File: src/rtl/ula_decode_stage_pkg.sv
// Shared definitions for the decode stage and the ALU: control codes,
// opcode/funct values, instruction field positions and the decode record.
package ula_pkg;

  localparam int REG_COUNT = 32;
  localparam int XLEN      = 32;

  typedef logic [4:0] reg_idx_t;

  // ALU control codes, also consumed by the ALU itself
  typedef enum logic [3:0] {
    ALU_AND = 4'b0000,
    ALU_OR  = 4'b0001,
    ALU_ADD = 4'b0010,
    ALU_SUB = 4'b0110,
    ALU_SLT = 4'b0111
  } alu_ctrl_e;

  localparam logic [5:0] OP_RTYPE = 6'h00;
  localparam logic [5:0] OP_ADDI  = 6'h08;
  localparam logic [5:0] OP_SLTI  = 6'h0A;
  localparam logic [5:0] OP_LW    = 6'h23;
  localparam logic [5:0] OP_SW    = 6'h2B;
  localparam logic [5:0] OP_BEQ   = 6'h04;

  localparam logic [5:0] FN_ADD = 6'h20;
  localparam logic [5:0] FN_SUB = 6'h22;
  localparam logic [5:0] FN_AND = 6'h24;
  localparam logic [5:0] FN_OR  = 6'h25;
  localparam logic [5:0] FN_SLT = 6'h2A;

  localparam int OPCODE_LSB = 26;
  localparam int RS_LSB     = 21;
  localparam int RT_LSB     = 16;
  localparam int RD_LSB     = 11;
  localparam int FUNCT_LSB  = 0;
  localparam int IMM_LSB    = 0;

  // Everything the stage needs to know about one instruction
  typedef struct packed {
    logic      legal;
    alu_ctrl_e ctrl;
    logic      use_imm;     // B operand is sext(imm) instead of rt
    logic      reads_rt;    // rt participates in hazard detection
    logic      dest_write;
    logic      dest_is_rt;  // I-type destination is rt, R-type is rd
    logic      mem_read;
    logic      mem_write;
  } decode_t;

  function automatic logic [XLEN-1:0] sext16(input logic [15:0] imm);
    return {{16{imm[15]}}, imm};
  endfunction

endpackage

File: src/rtl/ula_decode_stage_if.sv
// Instruction handshake, writeback port and ALU-facing issue bus.
interface ula_decode_stage_if;
  import ula_pkg::*;

  logic [XLEN-1:0] instr;
  logic            instrValid;
  logic            instrReady;
  logic            wbEnable;
  logic [4:0]      wbAddr;
  logic [XLEN-1:0] wbData;
  logic [3:0]      inputULA;
  logic [XLEN-1:0] a;
  logic [XLEN-1:0] b;
  logic            issueValid;
  logic [4:0]      destReg;
  logic            destWrite;
  logic            memRead;
  logic            memWrite;
  logic [XLEN-1:0] storeData;
  logic            illegal;

  // Upstream / writeback side
  modport master (
    output instr, instrValid, wbEnable, wbAddr, wbData,
    input  instrReady, inputULA, a, b, issueValid, destReg, destWrite,
           memRead, memWrite, storeData, illegal
  );

  // Decode stage side
  modport slave (
    input  instr, instrValid, wbEnable, wbAddr, wbData,
    output instrReady, inputULA, a, b, issueValid, destReg, destWrite,
           memRead, memWrite, storeData, illegal
  );

endinterface

File: src/rtl/ula_decode_stage_reg_file.sv
// 32x32 register file: two async read ports, one sync write port with
// same-cycle write bypass, register 0 reads as zero.
module reg_file
  import ula_pkg::*;
(
  input  logic            clk,
  input  logic            rst,
  input  logic            we_i,
  input  reg_idx_t        waddr_i,
  input  logic [XLEN-1:0] wdata_i,
  input  reg_idx_t        raddr_a_i,
  output logic [XLEN-1:0] rdata_a_o,
  input  reg_idx_t        raddr_b_i,
  output logic [XLEN-1:0] rdata_b_o
);

  logic [XLEN-1:0] regs_q [REG_COUNT];
  logic            wr_fire;

  // Writes to register 0 are dropped so it stays zero
  assign wr_fire = we_i && (waddr_i != '0);

  // Storage: async clear, single write port
  always_ff @(posedge clk or posedge rst) begin
    if (rst) begin
      for (int i = 0; i < REG_COUNT; i++) regs_q[i] <= '0;
    end else if (wr_fire) begin
      regs_q[waddr_i] <= wdata_i;
    end
  end

  // Read ports with bypass of the write being committed this cycle
  always_comb begin
    rdata_a_o = regs_q[raddr_a_i];
    rdata_b_o = regs_q[raddr_b_i];
    if (wr_fire && (waddr_i == raddr_a_i)) rdata_a_o = wdata_i;
    if (wr_fire && (waddr_i == raddr_b_i)) rdata_b_o = wdata_i;
    if (raddr_a_i == '0) rdata_a_o = '0;
    if (raddr_b_i == '0) rdata_b_o = '0;
  end

endmodule

File: src/rtl/ula_decode_stage.sv
// Decode / operand-issue stage in front of the ALU. Decodes the instruction,
// reads operands, stalls on RAW hazards via a pending-write scoreboard and
// registers everything the ALU needs for its next edge.
module ula_decode_stage
  import ula_pkg::*;
(
  input logic               clk,
  input logic               rst,
  ula_decode_stage_if.slave bus
);

  function automatic decode_t decode(input logic [5:0] opcode, input logic [5:0] funct);
    decode_t d;
    d       = '0;
    d.legal = 1'b1;
    d.ctrl  = ALU_ADD;
    case (opcode)
      OP_RTYPE: begin
        d.reads_rt   = 1'b1;
        d.dest_write = 1'b1;
        case (funct)
          FN_ADD:  d.ctrl = ALU_ADD;
          FN_SUB:  d.ctrl = ALU_SUB;
          FN_AND:  d.ctrl = ALU_AND;
          FN_OR:   d.ctrl = ALU_OR;
          FN_SLT:  d.ctrl = ALU_SLT;
          default: d.legal = 1'b0;
        endcase
      end
      OP_ADDI: begin
        d.use_imm = 1'b1; d.dest_write = 1'b1; d.dest_is_rt = 1'b1;
      end
      OP_SLTI: begin
        d.ctrl = ALU_SLT;
        d.use_imm = 1'b1; d.dest_write = 1'b1; d.dest_is_rt = 1'b1;
      end
      OP_LW: begin
        d.use_imm = 1'b1; d.dest_write = 1'b1; d.dest_is_rt = 1'b1;
        d.mem_read = 1'b1;
      end
      OP_SW: begin
        d.use_imm = 1'b1; d.reads_rt = 1'b1; d.mem_write = 1'b1;
      end
      OP_BEQ: begin
        d.ctrl = ALU_SUB; d.reads_rt = 1'b1;
      end
      default: d.legal = 1'b0;
    endcase
    // An unsupported instruction must leave no side effects behind
    if (!d.legal) begin
      d.dest_write = 1'b0;
      d.mem_read   = 1'b0;
      d.mem_write  = 1'b0;
    end
    return d;
  endfunction

  logic [5:0]      opcode, funct;
  reg_idx_t        rs, rt, rd, dest;
  logic [15:0]     imm;
  decode_t         dec;
  logic [XLEN-1:0] rs_val, rt_val;
  logic            hazard, accept, issue;

  logic [REG_COUNT-1:0] pending_q, pending_d, wb_clear, pending_eff;

  alu_ctrl_e       ctrl_q;
  logic [XLEN-1:0] a_q, b_q, store_q;
  reg_idx_t        dest_q;
  logic            dest_write_q, mem_read_q, mem_write_q, issue_q, illegal_q;

  assign opcode = bus.instr[OPCODE_LSB +: 6];
  assign rs     = bus.instr[RS_LSB +: 5];
  assign rt     = bus.instr[RT_LSB +: 5];
  assign rd     = bus.instr[RD_LSB +: 5];
  assign funct  = bus.instr[FUNCT_LSB +: 6];
  assign imm    = bus.instr[IMM_LSB +: 16];
  assign dec    = decode(opcode, funct);
  assign dest   = dec.dest_write ? (dec.dest_is_rt ? rt : rd) : '0;

  reg_file u_reg_file (
    .clk       (clk),
    .rst       (rst),
    .we_i      (bus.wbEnable),
    .waddr_i   (bus.wbAddr),
    .wdata_i   (bus.wbData),
    .raddr_a_i (rs),
    .rdata_a_o (rs_val),
    .raddr_b_i (rt),
    .rdata_b_o (rt_val)
  );

  // Hazard check against the pending mask with this cycle's writeback retired
  always_comb begin
    wb_clear = '0;
    if (bus.wbEnable) wb_clear[bus.wbAddr] = 1'b1;
    pending_eff = pending_q & ~wb_clear;
    hazard      = pending_eff[rs] | (dec.reads_rt & pending_eff[rt]);
  end

  assign bus.instrReady = ~rst & ~hazard;
  assign accept         = bus.instrValid & bus.instrReady;
  assign issue          = accept & dec.legal;

  // Scoreboard next state: a new issue overrides a same-cycle clear
  always_comb begin
    pending_d = pending_eff;
    if (issue && dec.dest_write) pending_d[dest] = 1'b1;
    pending_d[0] = 1'b0;
  end

  // Scoreboard and issue registers; data outputs hold when nothing issues
  always_ff @(posedge clk or posedge rst) begin
    if (rst) begin
      pending_q    <= '0;
      ctrl_q       <= ALU_AND;
      a_q          <= '0;
      b_q          <= '0;
      store_q      <= '0;
      dest_q       <= '0;
      dest_write_q <= 1'b0;
      mem_read_q   <= 1'b0;
      mem_write_q  <= 1'b0;
      issue_q      <= 1'b0;
      illegal_q    <= 1'b0;
    end else begin
      pending_q <= pending_d;
      issue_q   <= issue;
      illegal_q <= accept & ~dec.legal;
      if (issue) begin
        ctrl_q       <= dec.ctrl;
        a_q          <= rs_val;
        b_q          <= dec.use_imm ? sext16(imm) : rt_val;
        store_q      <= rt_val;
        dest_q       <= dest;
        dest_write_q <= dec.dest_write;
        mem_read_q   <= dec.mem_read;
        mem_write_q  <= dec.mem_write;
      end
    end
  end

  assign bus.inputULA   = ctrl_q;
  assign bus.a          = a_q;
  assign bus.b          = b_q;
  assign bus.storeData  = store_q;
  assign bus.destReg    = dest_q;
  assign bus.destWrite  = dest_write_q;
  assign bus.memRead    = mem_read_q;
  assign bus.memWrite   = mem_write_q;
  assign bus.issueValid = issue_q;
  assign bus.illegal    = illegal_q;

endmodule

File: src/flat_wrapper.sv
// flat-port wrapper written by rule: the top's interface ports become plain ports
module ula_decode_stage_flat import ula_pkg::*;
  (clk, rst, bus_instr, bus_instrValid, bus_wbEnable, bus_wbAddr, bus_wbData, bus_instrReady, bus_inputULA, bus_a, bus_b, bus_issueValid, bus_destReg, bus_destWrite, bus_memRead, bus_memWrite, bus_storeData, bus_illegal);
  ula_decode_stage_if bus_i ();
  input logic clk;
  input logic rst;
  input wire logic [$bits(bus_i.instr)-1:0] bus_instr;
  input wire logic [$bits(bus_i.instrValid)-1:0] bus_instrValid;
  input wire logic [$bits(bus_i.wbEnable)-1:0] bus_wbEnable;
  input wire logic [$bits(bus_i.wbAddr)-1:0] bus_wbAddr;
  input wire logic [$bits(bus_i.wbData)-1:0] bus_wbData;
  output wire logic [$bits(bus_i.instrReady)-1:0] bus_instrReady;
  output wire logic [$bits(bus_i.inputULA)-1:0] bus_inputULA;
  output wire logic [$bits(bus_i.a)-1:0] bus_a;
  output wire logic [$bits(bus_i.b)-1:0] bus_b;
  output wire logic [$bits(bus_i.issueValid)-1:0] bus_issueValid;
  output wire logic [$bits(bus_i.destReg)-1:0] bus_destReg;
  output wire logic [$bits(bus_i.destWrite)-1:0] bus_destWrite;
  output wire logic [$bits(bus_i.memRead)-1:0] bus_memRead;
  output wire logic [$bits(bus_i.memWrite)-1:0] bus_memWrite;
  output wire logic [$bits(bus_i.storeData)-1:0] bus_storeData;
  output wire logic [$bits(bus_i.illegal)-1:0] bus_illegal;
  assign bus_i.instr = bus_instr;
  assign bus_i.instrValid = bus_instrValid;
  assign bus_i.wbEnable = bus_wbEnable;
  assign bus_i.wbAddr = bus_wbAddr;
  assign bus_i.wbData = bus_wbData;
  assign bus_instrReady = bus_i.instrReady;
  assign bus_inputULA = bus_i.inputULA;
  assign bus_a = bus_i.a;
  assign bus_b = bus_i.b;
  assign bus_issueValid = bus_i.issueValid;
  assign bus_destReg = bus_i.destReg;
  assign bus_destWrite = bus_i.destWrite;
  assign bus_memRead = bus_i.memRead;
  assign bus_memWrite = bus_i.memWrite;
  assign bus_storeData = bus_i.storeData;
  assign bus_illegal = bus_i.illegal;
  ula_decode_stage u_core (.clk(clk), .rst(rst), .bus(bus_i));
endmodule
File: config.mk
export PLATFORM = sky130hd
export DESIGN_NAME = ula_decode_stage_flat
export DESIGN_NICKNAME = d
export VERILOG_FILES = /design/src/rtl/ula_decode_stage_pkg.sv /design/src/rtl/ula_decode_stage_if.sv /design/src/rtl/ula_decode_stage_reg_file.sv /design/src/rtl/ula_decode_stage.sv /design/src/flat_wrapper.sv
export SDC_FILE = /design/constraint.sdc
export NUM_CORES = 2
export LEC_CHECK = 0
export BUFFER_PORTS_ARGS = -buffer_cell sky130_fd_sc_hd__buf_2
export CAP_MARGIN = 0
export CORE_MARGIN = 2
export CORE_UTILIZATION = 61
export DETAILED_ROUTE_END_ITERATION = 16
export MAX_ROUTING_LAYER = met4
export PLACE_DENSITY = 0.86
export SYNTH_ARGS = -nofsm -noshare
export SYNTH_HDL_FRONTEND = slang
export SYNTH_SLANG_ARGS = --single-unit
File: constraint.sdc
create_clock -name clk -period 64.6 [get_ports clk]
set_input_delay 12.92 -clock clk [delete_from_list [all_inputs] [get_ports clk]]
set_output_delay 12.92 -clock clk [all_outputs]
set_load 0.05 [all_outputs]
* After elaboration in Yosys (flattened, before gate mapping) *
Index checks and enable logic that the tools add are counted.

storage, ports and cells
  output and inout bits = 111
  input bits = 73
  bits in latches = 0
  memory bits (read-only) = 0
  RAM bits = 0
  memories kept = 0
  bits in registers = 1165
  word-level logic and storage cells = 135

cells by class
  multiplexer cells = 38
  bitwise gates (word level) = 15
  div/mod/pow operators = 0
  order comparisons = 10
  multipliers = 0
  equal/unequal tests = 12
  shift-type cells = 0
  add/sub/neg operators = 0
  reduce and logical (&&, ||, !) cells = 17

operators with widths
  operator              number
  $bwmux W1024          1
  $mux W32              12
  $bmux W32 S5          2
  $demux W32 S5         1
  $eq A6 B6 Y1 const B  7
  $and A32 B32 Y32      1
  $not A32 Y32          1
  $or A32 B32 Y32       1
  $lt A5 B6 Y1 const B  4
  $ge A6 B6 Y1 const B  3
  $not A5 Y6            3
  $eq A6 B4 Y1 const B  2
  $mux W1               12
  $pmux W3 S4           1
  $bmux W1 S5           2
  $demux W1 S5          2
  $eq A5 B5 Y1          2
  $ge A5 B1 Y1 const B  2
  $logic_not A5 Y1      2
  $mux W5               2
  $reduce_or A5 Y1      2
  $pmux W3 S3           1
  $reduce_or A4 Y1      2
  $logic_and A1 B1 Y1   7
  other kinds (10)      17

* Logic depth before layout (Yosys ltp) *
  depth in word-level cells = 17
  mapped depth = 14
  mapped depth without buffers = 8

* Cells and area by module *
A second synthesis with hierarchy kept.

second synthesis, totals
  cells, all modules = 4678
  area, all modules = 62479.9 um2

modules (own cells, without submodules)
  module            area each (um2)  times used  cells each
  reg_file          55727.2          1           4078
  ula_decode_stage  6752.7           1           600

* Worst setup path after synthesis *
Ideal clock, no wire load.

  path kind = input-to-reg
  start point = input rst
  end point = register u_core.pending_q[11]
  stages = 7
  slack = 24.881 ns
  arrival = 39.623 ns
  buffers on the path = 1
  setup time = 0.095 ns
  cell sequence = inv_1 > nand2_1 > a211oi_1 > o21ai_0 > or3_1 > buf_1 > o31ai_1

between the ends
  cells in the longest elaborated chain, start to end = 6

ends and longest elaborated chain
  item                      RTL line                 RTL
  from (decl)               flat_wrapper.sv:6        input logic rst;
  $not A1 Y1                ula_decode_stage.sv:101  assign bus.instrReady = ~rst & ~hazard;
  $and A1 B1 Y1             ula_decode_stage.sv:101
  $and A1 B1 Y1             ula_decode_stage.sv:102  assign accept = bus.instrValid & bus.instrReady;
  $and A1 B1 Y1             ula_decode_stage.sv:103  assign issue = accept & dec.legal;
  $logic_and A1 B1 Y1       ula_decode_stage.sv:108  if (issue && dec.dest_write) pending_d[dest] = 1'b1;
  $mux W32                  ula_decode_stage.sv:108
  via u_core.pending_d[11]  ula_decode_stage.sv:65   logic [REG_COUNT-1:0] pending_q, pending_d, wb_clear, pending_eff;
  to (signal assigned)      ula_decode_stage.sv:127  pending_q <= pending_d;
  to (decl)                 ula_decode_stage.sv:65

The timed path passes the listed nets, and every way through them passes these cells.
A chain may end at the register's enable or synchronous reset.

* Worst setup path after layout *
  start point = input bus_instr[16]
  end point = output bus_instrReady

between the ends
  cells in the longest elaborated chain, start to end = 6

ends and longest elaborated chain
  item                           RTL line                 RTL
  from (decl)                    flat_wrapper.sv:7        input wire logic [$bits(bus_i.instr)-1:0] bus_instr;
  $bmux W1 S5                    ula_decode_stage.sv:98   hazard = pending_eff[rs] | (dec.reads_rt & pending_eff[rt]);
  $mux W1 (implied by the code)  ula_decode_stage.sv:98
  $and A1 B1 Y1                  ula_decode_stage.sv:98
  $or A1 B1 Y1                   ula_decode_stage.sv:98
  $not A1 Y1                     ula_decode_stage.sv:101
  $and A1 B1 Y1                  ula_decode_stage.sv:101
  to (decl)                      flat_wrapper.sv:12       output wire logic [$bits(bus_i.instrReady)-1:0] bus_instrReady;

Every way passes these cells. The select of a mux whose other input is x is not followed.

==> results.md <==
* Hold WC Path Type: flop to flop
* Vias in the first global route at 42800
* Setup crit start kind: primary input
* Synth area leaders: dfrtp_1 47%, mux4_2 19%, mux2_2 19%, mux2i_1 3.4%, clkbuf_1 2.0%
* GRT overflow at 0
* Required @ worst endpoint at 51.68 ns
* Kind of critical path: primary input to output pin
* TritonCTS clock tree: done
* Total core area at 100000 sq um
* Worst VDD drop at 0.0234 mV
* WP depth at 12
* Register area share after synthesis at 0.471
* Yosys top cell by area: dfrtp_1
* P&R area growth vs syn at 9.22%
* Fin worst setup slack at 33.84 ns
* Max-cap check violation count at 2
* Share of layout cells above drive strength 1 at 0.473
* Gate Count Post-Synth at between 4000 and 5000
* Synth top area share at 0.471
* Hold path depth at 0
* Final Max Tran Viols at 8
* Worst-Margin Slew at 1.57 ns
* Flop pwr share at 0.449
* Yosys reg bits at 1164
* Static leakage at 29.8 nW
* Netlist Area Pre-Place at 61800 sq um
* CTS sink count at 1164
* H-tree depth at 3
* Asr flop ratio synth at 1.00
* RSZ-0062 raised after global routing: no
* Antenna-violating nets left at 0
* Fin crit share at 0.476
* Clock power frac at 0.329
* CTS Root Cell: clkbuf_16
* Post-synth EDFFs at 0
* Switch share at 0.290
* Post-CTS Setup Inserts at 0
* Ys flop type: dfrtp_1
* Drt drc at 0
* Worst r2r src: u_core.pending_q[7]
* Hold buffer count at cts at 0
* Crit path DAT at between 15 and 20 ns
* Final hold vios at 0
* Initial antenna violation count at 11
* Synthesized Nets at 4419
* Port Buf Inserts at roughly 180
* Gr usage total at 0.378
* Clock tree buffer depth at 3
* Hold Path End: u_core.u_reg_file.regs_q[994]
* Total Neg Setup Slack at 0 ns
* Hpwl dp at between 100 and 150 mm
* Failing checks: max-capacitance violations, max-slew violations
* CP max FO at just under 60
* Initial core utilization at 0.616
* Power Internal at between 0.0015 and 0.002 W
* Mean routed wirelength per cell at between 30 and 40 um
* Nets@finish at approximately 4300
* Max Fclk at 32.5 MHz
* Via count at around 42000
* Io pins at 184
* Largest net degree at the start of global routing at 185
* PostCTS Resize Cnt at 0
* Clock Latency Late Sink at 0.72 ns
* Final min period at 30.76 ns
* Die X at 322 um
* Outcome: finished, violations left
* First-pass GRT wire length at 281 mm
* Final Skew at 0.0329 ns
* Die height at roughly 320 um
* Slowest-stage cell, CP: buf_4
* Worst path cell trace: buf_8 > buf_4 > buf_4 > mux2_2 > o21ai_0 > o21ai_0 > a222oi_1 > a211oi_1 > a31o_1 > or4_1 > nor2_1 > buf_2
* Cell family with most CP delay: buffers and inverters
* Worst setup EP type: output pin
* Pre-CTS setup slack at 33.87 ns
* Net Sw Power at approximately 0.00062 W
* Cell row count at 116
* Clock slew at reported path FFs at 0.06 ns
* Rel. slew slack at -0.0556
* Pwr Density at 31.8 nW/um^2
* Comb power frac at 0.222
* Drt via density at between 7 and 8
* Min-delay src: u_core.u_reg_file.regs_q[994]
* Buf+Inv Stages, Crit Path at 4
* WL final at 188 mm
* Synth cell types at 76
* Max stage delay on crit path at 0.87 ns
* Avg Inst Size Synth at 14.2 sq um
* Path depth of the worst reg2reg path at 8
* Total power at roughly 0.0021 W
* Final setup viols at 0
* Reg-to-reg endpoint: u_core.bus.a[10]
* YS warnings at 0
* Die area at 104000 sq um
* Num CTS Buffers at 116
* Slack of the worst reg-to-reg path at 61.04 ns
* GPL Wtd Cong at 0.967
* Drt pass-1 iters at 6
* Initial DRC count at 5857
## stage by stage
step / std cells / utilization / hold WS [ns] / cell area, sq um
CTS: 5716 / 0.673 / 0.395 / 67500
global placement: 5503 / 0.633 / 0.376 / 63500
detailed placement: 5503 / 0.633 / 0.381 / 63500
floorplan: 4346 / - / 0.438 / 61800
finish: 5726 / 0.673 / 0.397 / 67500
global route: 5725 / 0.673 / 0.404 / 67500
## worst max path at each step
stage	from	endpoint
CTS	bus_instr[16]	bus_instrReady
global route	bus_instr[16]	bus_instrReady
global placement	bus_instr[16]	bus_instrReady
detailed placement	bus_instr[16]	bus_instrReady
floorplan	rst	u_core.bus.a[0]
finish	bus_instr[16]	bus_instrReady
## cells in the final DEF (no fill, tap or decap), drive strengths merged, types with 16 or more instances in the layout
cell       n
dfrtp   1164
mux2    1032
mux4     521
nand2    285
buf      273
mux2i    209
clkbuf   182
nor2     107
o21ai     98
o31ai     50
a211oi    48
a221oi    43
a21oi     35
o22ai     24
nor2b     21
inv       18
nor3      17
a221o     16
nand2b    16
## area by class of cell
| type | instances | area (sq um) |
|---|---|---|
| sequential | 1164 | 29100 |
| multi-input combinational | 2693 | 30900 |
| clock inverter | 31 | 429 |
| tap | 1357 | 1700 |
| antenna | 10 | 25.0 |
| fill | 6436 | 32800 |
| clock buffer | 182 | 3550 |
| inverter | 16 | 68.8 |
| timing repair buffer | 273 | 1720 |
## power by group through the flow
stage / clock (W) / combinational, W / sequential, W
after floorplan: 0 / 0.000324 / 0.000982
after global placement: 0 / 0.000453 / 0.000955
after detailed placement: 0 / 0.000467 / 0.000969
after CTS: 0.000707 / 0.000472 / 0.000958
after global routing: 0.000739 / 0.000500 / 0.000977
final: 0.000705 / 0.000476 / 0.000964
## logic make-up after synthesis
family                 synth area share
other                         0.0000607
multiplexers                      0.412
buffers and inverters            0.0323
flip-flops                        0.471
XOR/XNOR                        0.00142
AO/OA/AOI/OAI                    0.0452
AND/OR/NAND/NOR                  0.0379
## routing by layer
layer / global-route usage / up-vias / part of all wire
met1: 0.486 / 22100 / 0.36
met4: 0.216 / 0 / 0.068
li1: - / 16400 / -
met5: - / - / 0
met3: 0.122 / 779 / 0.13
met2: 0.533 / 3049 / 0.44
## Yosys cell counts, drive strengths merged, types with 43 or more instances
| cell type | instances |
|---|---|
| a211oi | 48 |
| o31ai | 50 |
| mux4 | 521 |
| mux2i | 209 |
| nor2 | 107 |
| o21ai | 98 |
| a221oi | 43 |
| clkbuf | 332 |
| buf | 141 |
| dfrtp | 1164 |
| nand2 | 285 |
| mux2 | 1032 |
## flip-flops by register name (all words and copies together), names as in the netlist
signal                    cells
u_core.u_reg_file.regs_q   1024
u_core.bus.memRead            1
u_core.bus.memWrite           1
u_core.bus.destReg            5
u_core.bus.inputULA           3
u_core.bus.destWrite          1
u_core.pending_q             31
u_core.bus.a                 32
u_core.bus.b                 32
u_core.bus.illegal            1
u_core.bus.issueValid         1
u_core.bus.storeData         32
Note: power is estimated with default switching activity, not from simulation.
